`config.mk`:
```
export PLATFORM = sky130hd
export DESIGN_NAME = audio_i2s_tx
export DESIGN_NICKNAME = d
export VERILOG_FILES = /design/src/rtl/audio_i2s_tx.sv
export SDC_FILE = /design/constraint.sdc
export NUM_CORES = 1
export LEC_CHECK = 0
export BUFFER_PORTS_ARGS = -buffer_cell sky130_fd_sc_hd__buf_2
export CAP_MARGIN = 20
export CORE_ASPECT_RATIO = 1.5
export CORE_MARGIN = 4
export CORE_UTILIZATION = 54
export CTS_CLUSTER_SIZE = 30
export DETAILED_ROUTE_END_ITERATION = 6
export GPL_ROUTABILITY_DRIVEN = 1
export PLACE_DENSITY = 0.84
export SYNTH_ARGS = -nofsm -noshare
export SYNTH_HDL_FRONTEND = slang
export SYNTH_SLANG_ARGS = --single-unit
```
`constraint.sdc`:
```
create_clock -name clk -period 2.6 [get_ports clk]
set_clock_uncertainty 0.1 [all_clocks]
set_input_delay 0.26 -clock clk [delete_from_list [all_inputs] [get_ports clk]]
set_output_delay 0.26 -clock clk [all_outputs]
set_load 0.01 [all_outputs]
```
`src/rtl/audio_i2s_tx.sv`:
```
// audio_i2s_tx: buffers 16-bit samples and serialises them as I2S stereo frames,
//   mono duplicated to both channels, with BCLK/LRCK derived from clk.
// Latency: a queued sample leaves at the next frame start; left MSB one BCLK after LRCK falls.
// Backpressure: none; a write while full is dropped (overrun), a frame with no data repeats (underrun).
// Ports: clk, I_RSTn (async active-low); audio_clk_en/in = sample strobe and data;
//   out_bclk/out_lrck/out_sdata = I2S bus; underrun/overrun = one-clk pulses; fifo_level = entries.
module audio_i2s_tx #(
  parameter int CLOCK_RATE  = 24576000,
  parameter int SAMPLE_RATE = 48000,
  parameter int FIFO_DEPTH  = 4
) (
  input  logic                          clk,
  input  logic                          I_RSTn,
  input  logic                          audio_clk_en,
  input  logic [15:0]                   in,
  output logic                          out_bclk,
  output logic                          out_lrck,
  output logic                          out_sdata,
  output logic                          underrun,
  output logic                          overrun,
  output logic [$clog2(FIFO_DEPTH):0]   fifo_level
);

  localparam int HALF = CLOCK_RATE / (SAMPLE_RATE * 64);
  localparam int DW   = (HALF > 2) ? $clog2(HALF) : 1;
  localparam int AW   = $clog2(FIFO_DEPTH);
  localparam int LW   = AW + 1;

  if (HALF < 2 || (CLOCK_RATE % (SAMPLE_RATE * 64)) != 0) begin : g_bad_rate
    $error("audio_i2s_tx: CLOCK_RATE/(SAMPLE_RATE*64) must be an integer >= 2");
  end
  if (FIFO_DEPTH < 2 || (FIFO_DEPTH & (FIFO_DEPTH - 1)) != 0) begin : g_bad_depth
    $error("audio_i2s_tx: FIFO_DEPTH must be a power of 2 and >= 2");
  end

  logic [DW-1:0] div_cnt;
  logic [4:0]    bit_cnt;
  logic [15:0]   hold;
  logic [31:0]   shift;
  logic          primed;
  logic [AW-1:0] wr_ptr;
  logic [AW-1:0] rd_ptr;
  logic [15:0]   mem [FIFO_DEPTH];

  logic          div_wrap;
  logic          fall;
  logic [4:0]    bit_nxt;
  logic          fifo_empty;
  logic          fifo_full;
  logic          pop;
  logic          push_ok;

  always_comb begin
    div_wrap   = (div_cnt == DW'(HALF - 1));
    fall       = div_wrap && out_bclk;
    bit_nxt    = bit_cnt + 5'd1;
    fifo_empty = (fifo_level == '0);
    fifo_full  = (fifo_level == LW'(FIFO_DEPTH));
    // The pop only sees entries already present, so a push in the same clk
    // cannot satisfy an empty-FIFO frame start.
    pop        = fall && (bit_nxt == 5'd0) && !fifo_empty;
    // A full FIFO still accepts when a pop frees a slot in the same clk.
    push_ok    = audio_clk_en && (!fifo_full || pop);
  end

  // Sample storage carries no reset; the pointers and level define validity.
  always_ff @(posedge clk) begin
    if (push_ok) mem[wr_ptr] <= in;
  end

  always_ff @(posedge clk or negedge I_RSTn) begin
    if (!I_RSTn) begin
      div_cnt    <= '0;
      out_bclk   <= 1'b0;
      out_lrck   <= 1'b1;
      out_sdata  <= 1'b0;
      underrun   <= 1'b0;
      overrun    <= 1'b0;
      bit_cnt    <= 5'd31;
      hold       <= '0;
      shift      <= '0;
      primed     <= 1'b0;
      wr_ptr     <= '0;
      rd_ptr     <= '0;
      fifo_level <= '0;
    end else begin
      underrun <= 1'b0;
      overrun  <= 1'b0;

      div_cnt <= div_wrap ? '0 : div_cnt + 1'b1;
      if (div_wrap) out_bclk <= ~out_bclk;

      if (fall) begin
        bit_cnt  <= bit_nxt;
        out_lrck <= bit_nxt[4];
        if (bit_nxt == 5'd1) begin
          // MSB goes out now; the rest of both copies is queued so that the
          // right-channel LSB lands on bit 0 of the next frame.
          out_sdata <= hold[15];
          shift     <= {hold[14:0], hold, 1'b0};
        end else begin
          out_sdata <= shift[31];
          shift     <= {shift[30:0], 1'b0};
        end
        if (bit_nxt == 5'd0) begin
          if (!fifo_empty) hold <= mem[rd_ptr];
          else if (primed) underrun <= 1'b1;
        end
      end

      if (audio_clk_en) begin
        primed <= 1'b1;
        if (!push_ok) overrun <= 1'b1;
      end

      if (push_ok) wr_ptr <= wr_ptr + 1'b1;
      if (pop)     rd_ptr <= rd_ptr + 1'b1;

      case ({push_ok, pop})
        2'b10:   fifo_level <= fifo_level + 1'b1;
        2'b01:   fifo_level <= fifo_level - 1'b1;
        default: fifo_level <= fifo_level;
      endcase
    end
  end

endmodule

```
==> run_results.csv, run 1 <==
group,metric,value,unit
status,run_status,"completed",
worst_setup_path,critPathSlowestCell,"sky130_fd_sc_hd__dfstp_2",
yosys,synth_ff_type,"sky130_fd_sc_hd__edfxtp_1",
detailed_routing,totalWireLength,9310,um
worst_hold_path,holdPathStages,2,
worst_setup_path,critical_path.top_delay_family,"flip-flops",
worst_hold_path,worst_case_hold_path_end_point,"primed$_DFFE_PN0P_",
detailed_routing,number_of_iterations_in_the_first_detailed_routing_pass,4,
yosys,edff_count_synth,64,
clocking,cts.clk_slew.worst_paths,60,ps
sta,max_slew.worst_pin.slew,830,ps
clocking,cts_num_sinks,131,
clocking,ctsResizeCount,0,
sta,rsz0062_at_grt,"false",
cells_and_area,inserted_diodes,0,
die,num_io_pins,27,
cells_and_area,fill_cells,631,
sta,setup_viol,0,
grt,grt_first_pass_wirelength,15700,um
power,p_leak,2.80,nW
yosys,netlist.top_cell.by_area,"sky130_fd_sc_hd__edfxtp_1",
grt,largest_net_degree_at_the_start_of_global_routing,68,
yosys,synth_common_cells,"64 x sky130_fd_sc_hd__edfxtp_1, 62 x sky130_fd_sc_hd__dfrtp_1, 39 x sky130_fd_sc_hd__nand2_1",
flow_run,max-cap-violations,0,
worst_setup_path,worst-setup-path-type,"flop to flop",
yosys,netlist_instances,345,
yosys,post_synth.cell_area_avg,15.5,um^2
detailed_routing,drc_errors,0,
grt,grt_use_total,18.5,%
cells_and_area,final_net_count,433,
yosys,synth_area,0.00533,mm^2
sta,setup-tns-final,0,ps
yosys,ys_async_sr_fraction,51.1,%
clocking,clkLatencyLatePin,410,ps
placement,place.detailed.hpwl,5590,um
die,floorplan.die_area,0.0116,mm^2
sta,timing.final.crit_share,94.7,%
clocking,clk_root_buffer_cell,"sky130_fd_sc_hd__clkbuf_16",
worst_setup_path,data_arrival_time_of_the_worst_path,2650,ps
placement,gp_congestion,0.793,
yosys,synth_seq_area_share,67.6,%
worst_setup_path,worstReg2RegStart,"bit_cnt[0]$_DFFE_PN1P_",
worst_hold_path,hp-start,"audio_clk_en",
detailed_routing,detailroute.via_count,2909,
worst_setup_path,delay_of_the_slowest_cell_on_the_worst_path,580,ps
worst_setup_path,critical_r2r_capture,"fifo_level[2]$_DFFE_PN0P_",
die,chipHeight,130,um
die,floorplan.initialDensity,55.0,%
yosys,syn-num-nets,374,
yosys,synth_top_area_share,36.0,%
die,fp.dieW,89.1,um
sta,max_slew_margin,44.7,%
grt,overflow,0,
sta,report.final.hold_viol_count,0,
detailed_routing,drt_first_iter_violations,146,
die,fp-row-count,44,
cells_and_area,final_core_utilization,67.0,%
detailed_routing,viasPerCell,5.47,
cells_and_area,proportion_of_layout_cells_with_a_drive_suffix_above_1,26.1,%
worst_setup_path,crit_path_start_kind,"flop",
worst_setup_path,worstPathCellList,"ha_1, nand3_1, nor2_1, o21ai_2, nand2b_1, fa_1, o2111a_1, a31o_1, xor2_1",
grt,number_of_global_route_vias_before_repair,3111,
worst_setup_path,cp_max_fo,6,
worst_setup_path,critPathCaptureType,"flop",
clocking,numCtsBuffers,17,
detailed_routing,route.detailed.wl_per_inst,17.5,um
sta,max_freq,406,MHz
clocking,cts_tree,"yes",
yosys,yosys-top-cells-area,"sky130_fd_sc_hd__edfxtp_1 36%, sky130_fd_sc_hd__dfrtp_1 29%, sky130_fd_sc_hd__mux4_2 6.8%",
yosys,post_synth_num_cell_types,36,
placement,io_buffer_count,26,
grt,grt_antenna_before_repair,0,
clocking,htree_num_levels,4,
yosys,ys.warnings.count,0,
worst_setup_path,worstRegToRegCells,9,
power,irDropWorstVdd,660,uV
worst_setup_path,regToRegSetupSlack,140,ps
yosys,flop_and_latch_count_out_of_synthesis,131,
sta,timing_max_transition_violations_final,0,
clocking,cts_max_path_buffers,2,
sta,clock_period_minus_final_worst_setup_slack,2460,ps
worst_hold_path,timing.hold.worst.class,"input port to flop",
worst_setup_path,worst-endpoint-required,2790,ps
detailed_routing,ant_nets,0,
cells_and_area,synthToLayoutAreaGrowth,21.7,%
die,core_area,0.00969,mm^2
power,pwr_density_cell,835,mW/mm^2
worst_setup_path,worstPathBufferInverterCount,0,
yosys,synthMostInstantiatedCell,"sky130_fd_sc_hd__edfxtp_1",
[power breakdown]
group | leakage, nW | internal, mW | total (mW) | switching [mW]
combinational | 1.04 | 0.245 | 0.556 | 0.310
clock | 0.274 | 1.42 | 2.33 | 0.908
sequential | 1.49 | 2.44 | 2.53 | 0.0901
[final cells by class]
cell class              instances  area [um^2]  area share (%)
flip-flops and latches        131         3600            55.5
multi-input cells             189         1650            25.4
repair buffers                 56          473            7.29
clock buffers                  18          429            6.61
clock inverters                14          156            2.41
well taps                     115          144            2.22
inverters                       9         33.8           0.520
[per-stage QoR]
stage	area (um^2)	cells	setup slack [ps]	total power, mW	hold WS [ps]
2_1_floorplan	5340	345	18.9	2.82	-136
3_3_place_gp	5740	483	253	3.06	315
3_5_place_dp	5740	483	150	3.10	323
4_1_cts	6490	532	144	5.46	11.6
5_1_grt	6490	532	11.0	5.62	26.0
6_report	6490	532	139	5.42	28.7
[layer usage]
layer	vias up	track usage, %	wire (um)
met4	0	8.76	172
met1	1473	22.3	3700
met2	39	31.0	5180
met5	-	0	0
met3	14	4.36	254
li1	1383	-	-
[layout by cell type (no fill, tap or decap), types with 2 or more instances in the layout]
master | synthesis | layout
sky130_fd_sc_hd__mux4_2 | 16 | 16
sky130_fd_sc_hd__o21ai_1 | 31 | 30
sky130_fd_sc_hd__nand2_1 | 39 | 38
sky130_fd_sc_hd__clkinvlp_4 | 0 | 4
sky130_fd_sc_hd__edfxtp_1 | 64 | 64
sky130_fd_sc_hd__xnor2_1 | 8 | 8
sky130_fd_sc_hd__clkinv_4 | 0 | 3
sky130_fd_sc_hd__inv_1 | 9 | 9
sky130_fd_sc_hd__clkbuf_16 | 0 | 17
sky130_fd_sc_hd__nor2_1 | 4 | 4
sky130_fd_sc_hd__nor3_1 | 3 | 3
sky130_fd_sc_hd__dfrtp_1 | 62 | 62
sky130_fd_sc_hd__buf_12 | 0 | 6
sky130_fd_sc_hd__nand4_1 | 3 | 3
sky130_fd_sc_hd__bufinv_16 | 0 | 2
sky130_fd_sc_hd__buf_2 | 7 | 26
sky130_fd_sc_hd__xor2_1 | 3 | 3
sky130_fd_sc_hd__o21ai_0 | 4 | 4
sky130_fd_sc_hd__and2_1 | 5 | 5
sky130_fd_sc_hd__mux2_2 | 9 | 9
sky130_fd_sc_hd__mux2_1 | 7 | 7
sky130_fd_sc_hd__dfstp_2 | 5 | 5
sky130_fd_sc_hd__dlygate4sd3_1 | 0 | 17
sky130_fd_sc_hd__mux2i_1 | 32 | 32
sky130_fd_sc_hd__inv_6 | 0 | 4
sky130_fd_sc_hd__buf_4 | 0 | 7
sky130_fd_sc_hd__ha_1 | 9 | 8
[state kept, by name (all words and copies together) (netlist names), 2 cells and up]
name        flops
bit_cnt         4
div_cnt         3
fifo_level      3
hold           16
mem            64
rd_ptr          2
shift          31
wr_ptr          2
[repair_timing]
action                    in CTS  in global routing
hold buffers                  17                  0
buffers inserted               0                  0
hold endpoints to repair     126                  0
[kinds of logic after synthesis]
logic type | share of synthesized area, %
fa+ha+maj | 2.49
compound gates | 4.97
xor+xnor | 1.81
flops | 67.6
simple gates | 5.07
mux | 16.1
buf+inv | 1.92
[worst max-delay path by stage]
stage | startpoint | end | slack [ps] | cells past startpoint
finish | bit_cnt[0]$_DFFE_PN1P_ | fifo_level[2]$_DFFE_PN0P_ | 140 | 9
global route | bit_cnt[0]$_DFFE_PN1P_ | fifo_level[2]$_DFFE_PN0P_ | 10 | 9
global placement | bit_cnt[0]$_DFFE_PN1P_ | fifo_level[2]$_DFFE_PN0P_ | 250 | 9
floorplan | bit_cnt[0]$_DFFE_PN1P_ | fifo_level[2]$_DFFE_PN0P_ | 20 | 10
detailed placement | bit_cnt[0]$_DFFE_PN1P_ | fifo_level[2]$_DFFE_PN0P_ | 150 | 9
CTS | bit_cnt[0]$_DFFE_PN1P_ | fifo_level[2]$_DFFE_PN0P_ | 140 | 9
No activity file was read; power rests on OpenSTA's default activity.
==> run 2, diff against run 1 <==
--- a/config.mk
+++ b/config.mk
@@ -9,11 +9,12 @@
 export CAP_MARGIN = 20
 export CORE_ASPECT_RATIO = 1.5
 export CORE_MARGIN = 4
-export CORE_UTILIZATION = 54
+export CORE_UTILIZATION = 45
 export CTS_CLUSTER_SIZE = 30
 export DETAILED_ROUTE_END_ITERATION = 6
 export GPL_ROUTABILITY_DRIVEN = 1
-export PLACE_DENSITY = 0.84
+export GPL_TIMING_DRIVEN = 0
+export PLACE_DENSITY = 0.74
 export SYNTH_ARGS = -nofsm -noshare
 export SYNTH_HDL_FRONTEND = slang
 export SYNTH_SLANG_ARGS = --single-unit
==> run_results.csv, run 2 (synthesized netlist as in run 1, its figures left out) <==
group,metric,value,unit
clocking,cts_num_sinks,131,
placement,gp_congestion,0.763,
die,fp-row-count,48,
worst_setup_path,worstPathBufferInverterCount,1,
worst_setup_path,worst-endpoint-required,2790,ps
clocking,clk_root_buffer_cell,"sky130_fd_sc_hd__clkbuf_16",
die,fp.dieW,96.9,um
clocking,cts_tree,"yes",
power,pwr_density_cell,836,mW/mm^2
detailed_routing,detailroute.via_count,2989,
worst_setup_path,worstPathCellList,"ha_2, nand3_4, nor2_4, o21ai_2, buf_6, nand2b_1, fa_1, o2111a_1, a31o_1, xor2_1",
grt,overflow,0,
cells_and_area,fill_cells,883,
status,run_status,"completed",
clocking,clkLatencyLatePin,410,ps
worst_setup_path,worst-setup-path-type,"flop to flop",
placement,io_buffer_count,26,
power,irDropWorstVdd,797,uV
die,num_io_pins,27,
cells_and_area,largest_register_ffs,64,
placement,dp_cells,521,
clocking,htree_num_levels,4,
detailed_routing,drt_first_iter_violations,137,
worst_hold_path,timing.hold.worst.class,"input port to flop",
sta,timing.final.crit_share,97.6,%
die,chipHeight,141,um
die,core_area,0.0115,mm^2
detailed_routing,drc_errors,0,
worst_setup_path,crit_path_start_kind,"flop",
worst_setup_path,critical_path.top_delay_family,"flip-flops",
grt,grt_antenna_before_repair,0,
grt,grt_use_total,14.9,%
sta,report.final.hold_viol_count,0,
die,floorplan.die_area,0.0137,mm^2
sta,max_freq,394,MHz
flow_run,max-cap-violations,0,
die,floorplan.initialDensity,46.2,%
cells_and_area,final_cell_mix,"64 x sky130_fd_sc_hd__edfxtp_1, 62 x sky130_fd_sc_hd__dfrtp_1, 39 x sky130_fd_sc_hd__nand2_1",
cells_and_area,synthToLayoutAreaGrowth,22.4,%
cells_and_area,max_flop_register,"mem",
cells_and_area,proportion_of_layout_cells_with_a_drive_suffix_above_1,26.5,%
cells_and_area,mostFrequentLayoutCell,"sky130_fd_sc_hd__edfxtp_1",
worst_setup_path,delay_of_the_slowest_cell_on_the_worst_path,600,ps
clocking,cts.clk_slew.worst_paths,60,ps
detailed_routing,totalWireLength,9230,um
clocking,numCtsBuffers,17,
power,p_leak,2.78,nW
worst_setup_path,critPathSlowestCell,"sky130_fd_sc_hd__dfstp_2",
cells_and_area,layout_top_registers,"mem (64), shift (31), hold (16)",
detailed_routing,number_of_iterations_in_the_first_detailed_routing_pass,4,
detailed_routing,route.detailed.wl_per_inst,16.1,um
detailed_routing,ant_nets,0,
worst_setup_path,cp_max_fo,6,
cells_and_area,final_core_utilization,56.6,%
worst_setup_path,data_arrival_time_of_the_worst_path,2730,ps
sta,rsz0062_at_grt,"true",
cells_and_area,inserted_diodes,0,
sta,timing_max_transition_violations_final,0,
grt,number_of_global_route_vias_before_repair,3295,
grt,largest_net_degree_at_the_start_of_global_routing,68,
sta,max_slew.worst_pin.slew,834,ps
sta,clock_period_minus_final_worst_setup_slack,2540,ps
sta,setup_viol,0,
cells_and_area,fin_cells,573,
detailed_routing,viasPerCell,5.22,
worst_setup_path,critPathCaptureType,"flop",
placement,place.detailed.hpwl,6080,um
sta,max_slew_margin,44.4,%
grt,grt_first_pass_wirelength,16100,um
cells_and_area,final_net_count,439,
clocking,cts_max_path_buffers,2,
[run 2: cell count changes in the layout (fill, tap and decap cells not counted), moves of 2 or more]
cell                        change
sky130_fd_sc_hd__buf_4          -3
sky130_fd_sc_hd__and2_2         +3
sky130_fd_sc_hd__buf_2          +5
sky130_fd_sc_hd__bufinv_16      +2
sky130_fd_sc_hd__clkinv_2       +2
sky130_fd_sc_hd__inv_6          -4
sky130_fd_sc_hd__clkbuf_1       +9
sky130_fd_sc_hd__buf_12         -6
sky130_fd_sc_hd__and2_1         -4
sky130_fd_sc_hd__ha_1           -2
[run 2: report_power, final]
group	switching, mW	internal [mW]
Combinational	0.292	0.185
Clock	0.859	1.60
Sequential	0.0764	2.44
[run 2: timing repair]
item,4_1_cts,5_1_grt
resized for setup,10,5
setup endpoints to repair,65,65
pin swaps,0,0
hold buffers,17,0
setup buffers,1,2
hold endpoints to repair,126,0
[run 2: layout make-up]
class | count | area (um^2) | share of cell area, %
Clock buffer | 18 | 429 | 6.58
Buffer | 16 | 75.1 | 1.15
Sequential cell | 131 | 3600 | 55.2
Tap cell | 150 | 188 | 2.88
Multi-Input combinational cell | 189 | 1680 | 25.8
Clock inverter | 14 | 188 | 2.88
Inverter | 9 | 33.8 | 0.518
Timing Repair Buffer | 46 | 325 | 4.99
[run 2: final timing paths]
| kind | start | endpoint | slack (ps) | cells after the start |
|---|---|---|---|---|
| worst max-delay path | bit_cnt[0]$_DFFE_PN1P_ | fifo_level[2]$_DFFE_PN0P_ | 60 | 10 |
| worst min-delay path | audio_clk_en | primed$_DFFE_PN0P_ | 20 | 2 |
| worst max register to register | bit_cnt[0]$_DFFE_PN1P_ | fifo_level[2]$_DFFE_PN0P_ | 60 | 10 |
| worst min register to register | div_cnt[0]$_DFF_PN0_ | div_cnt[0]$_DFF_PN0_ | 330 | 1 |
| max in group asynchronous | I_RSTn | shift[27]$_DFFE_PN0P_ | 1460 | 2 |
| min in group asynchronous | I_RSTn | primed$_DFFE_PN0P_ | 390 | 2 |
[run 2: routing by layer]
| metal | share of wire (%) | GRT usage (%) |
|---|---|---|
| met1 | 42 | 17.2 |
| met3 | 2.3 | 3.98 |
| met5 | 0 | 0 |
| met4 | 2.2 | 7.03 |
| met2 | 54 | 25.9 |
[run 2: per-stage QoR]
step           hold WS, ps  setup TNS (ps)  power, mW  setup slack [ps]  area, um^2
2_1_floorplan         -136               0       2.82              18.9        5340
3_3_place_gp           315          -11500       2.98              -191        5660
3_5_place_dp           314          -15360       3.02              -253        5660
4_1_cts               3.39               0       5.50              11.1        6480
5_1_grt               3.56            -455       5.67             -31.1        6530
6_report              19.1               0       5.45              62.5        6530
==> run 3, diff against run 2 <==
--- a/config.mk
+++ b/config.mk
@@ -8,7 +8,6 @@
 export BUFFER_PORTS_ARGS = -buffer_cell sky130_fd_sc_hd__buf_2
 export CAP_MARGIN = 20
 export CORE_ASPECT_RATIO = 1.5
-export CORE_MARGIN = 4
 export CORE_UTILIZATION = 45
 export CTS_CLUSTER_SIZE = 30
 export DETAILED_ROUTE_END_ITERATION = 6
==> run_results.csv, run 3 (synthesized netlist as in run 1, its figures left out) <==
group,metric,value,unit
status,run_status,"completed",
cells_and_area,fill_cells,871,
die,num_io_pins,27,
cells_and_area,inserted_diodes,0,
sta,max_slew.worst_pin.slew,816,ps
power,p_leak,2.80,nW
placement,place.detailed.hpwl,6020,um
cells_and_area,max_flop_register,"mem",
cells_and_area,synthToLayoutAreaGrowth,23.7,%
sta,timing_max_transition_violations_final,0,
power,power_frac_comb,9.0,%
die,floorplan.initialDensity,46.2,%
grt,met3_usage,5.05,%
grt,use_met2,30.7,%
detailed_routing,viasPerCell,5.28,
cells_and_area,final_cell_mix,"64 x sky130_fd_sc_hd__edfxtp_1, 62 x sky130_fd_sc_hd__dfrtp_1, 38 x sky130_fd_sc_hd__nand2_1",
sta,setup_viol,0,
grt,grt_first_pass_wirelength,15800,um
clocking,clkLatencyLatePin,410,ps
die,core_area,0.0115,mm^2
grt,grt_use_total,17.2,%
sta,max_freq,398,MHz
clocking,cts.clk_slew.worst_paths,50,ps
clocking,cts_max_path_buffers,2,
worst_setup_path,critPathCaptureType,"flop",
detailed_routing,detailroute.via_count,3045,
worst_setup_path,worst-setup-path-type,"flop to flop",
power,power_frac_clock,44.8,%
power,pwr_density_cell,828,mW/mm^2
worst_setup_path,worst-endpoint-required,2560,ps
worst_setup_path,data_arrival_time_of_the_worst_path,2470,ps
power,p_int,4.23,mW
placement,io_buffer_count,26,
detailed_routing,number_of_iterations_in_the_first_detailed_routing_pass,4,
clocking,htree_num_levels,4,
cells_and_area,layout.area.seq,0.00360,mm^2
flow_run,max-cap-violations,0,
placement,dpl-instance-area,0.00566,mm^2
die,floorplan.die_area,0.0123,mm^2
detailed_routing,drt_first_iter_violations,242,
power,irDropWorstVdd,680,uV
grt,grt.met1_usage,18.5,%
power,net_switching,1.23,mW
die,chipHeight,135,um
grt,busiest_layer,"met2",
clocking,numCtsBuffers,17,
die,fp-row-count,48,
clocking,clk_root_buffer_cell,"sky130_fd_sc_hd__clkbuf_16",
sta,timing.final.crit_share,96.6,%
clocking,cts_num_sinks,131,
grt,overflow,0,
detailed_routing,ant_nets,0,
worst_setup_path,crit_path_start_kind,"flop",
sta,setup-tns-final,0,ps
sta,fin_hold_ws,339,ps
sta,clock_period_minus_final_worst_setup_slack,2510,ps
grt,grt_antenna_before_repair,0,
detailed_routing,totalWireLength,9620,um
worst_hold_path,timing.hold.worst.class,"flop to flop",
cells_and_area,final_net_count,443,
power,pwr-share-seq,46.3,%
sta,max_slew_margin,45.6,%
cells_and_area,proportion_of_layout_cells_with_a_drive_suffix_above_1,27.4,%
cells_and_area,largest_register_ffs,64,
sta,report.final.hold_viol_count,0,
worst_setup_path,cp_max_fo,16,
die,fp.dieW,90.9,um
power,sw_frac_of_total,22.6,%
cells_and_area,layout.cell_area.non_filler,0.00660,mm^2
grt,number_of_global_route_vias_before_repair,3227,
placement,gp_congestion,0.763,
cells_and_area,layout_top_registers,"mem (64), shift (31), hold (16)",
grt,largest_net_degree_at_the_start_of_global_routing,68,
cells_and_area,multi_input_logic_area,0.00172,mm^2
clocking,cts_tree,"yes",
cells_and_area,mostFrequentLayoutCell,"sky130_fd_sc_hd__edfxtp_1",
detailed_routing,route.detailed.wl_per_inst,16.7,um
detailed_routing,drc_errors,0,
==> run 3: cell count changes in the layout (fill, tap and decap cells not counted), sizes merged <==
cell         previous run  this run
buf                    36        39
dlygate4sd3            17        18
==> run 3: final timing paths <==
kind / from / to / slack (ps) / cells past startpoint
setup / recovery: bit_cnt[1]$_DFFE_PN1P_ / mem[1][2]$_DFFE_PP_ / 90 / 5
hold / removal: div_cnt[0]$_DFF_PN0_ / div_cnt[0]$_DFF_PN0_ / 340 / 1
setup reg to reg: bit_cnt[1]$_DFFE_PN1P_ / mem[1][2]$_DFFE_PP_ / 90 / 5
hold reg to reg: div_cnt[0]$_DFF_PN0_ / div_cnt[0]$_DFF_PN0_ / 340 / 1
max in group asynchronous: I_RSTn / shift[11]$_DFFE_PN0P_ / 1470 / 2
min in group asynchronous: I_RSTn / primed$_DFFE_PN0P_ / 390 / 2
==> run 3: repair_timing <==
item,in CTS,in global routing
pin swaps,0,2
setup endpoints to repair,65,29
gates resized for setup,12,10
buffers inserted,0,6
hold buffers,18,0
hold endpoints to repair,127,0
==> run 3: area by class of cell <==
class | instances | area share [%]
Buffer | 16 | 1.14
Clock buffer | 18 | 6.50
Clock inverter | 14 | 2.84
Inverter | 9 | 0.512
Multi-Input combinational cell | 189 | 26.1
Sequential cell | 131 | 54.6
Tap cell | 150 | 2.84
Timing Repair Buffer | 50 | 5.42
==> run 3: worst max-delay path: stages (launching register included) <==
cell,delay (ps)
sky130_fd_sc_hd__dfstp_2,410
sky130_fd_sc_hd__ha_4,200
sky130_fd_sc_hd__or4_1,550
sky130_fd_sc_hd__o2111ai_2,230
sky130_fd_sc_hd__o21a_4,210
sky130_fd_sc_hd__and2_2,450
==> run 3: stage by stage <==
step / std cells / setup slack, ps / total power [mW] / utilization, %
after floorplan: 345 / 18.9 / 2.82 / -
final: 577 / 87.7 / 5.46 / 57.2
after detailed placement: 521 / -228 / 3.02 / 49.1
after CTS: 571 / -44.3 / 5.50 / 56.4
after global routing: 577 / -4.95 / 5.66 / 57.2
after global placement: 521 / -173 / 2.98 / 49.1
==> run 3: per-layer routing <==
layer	routed length (um)	vias up
li1	-	1404
met1	3780	1567
met2	5330	54
met3	270	20
met4	239	0
met5	0	-
==> run 3: power groups by stage <==
stage / clock network, mW / logic (mW) / registers (mW)
3_3_place_gp: 0 / 0.435 / 2.54
6_report: 2.45 / 0.489 / 2.53
5_1_grt: 2.57 / 0.542 / 2.55
4_1_cts: 2.48 / 0.488 / 2.53
2_1_floorplan: 0 / 0.273 / 2.55
3_5_place_dp: 0 / 0.456 / 2.57
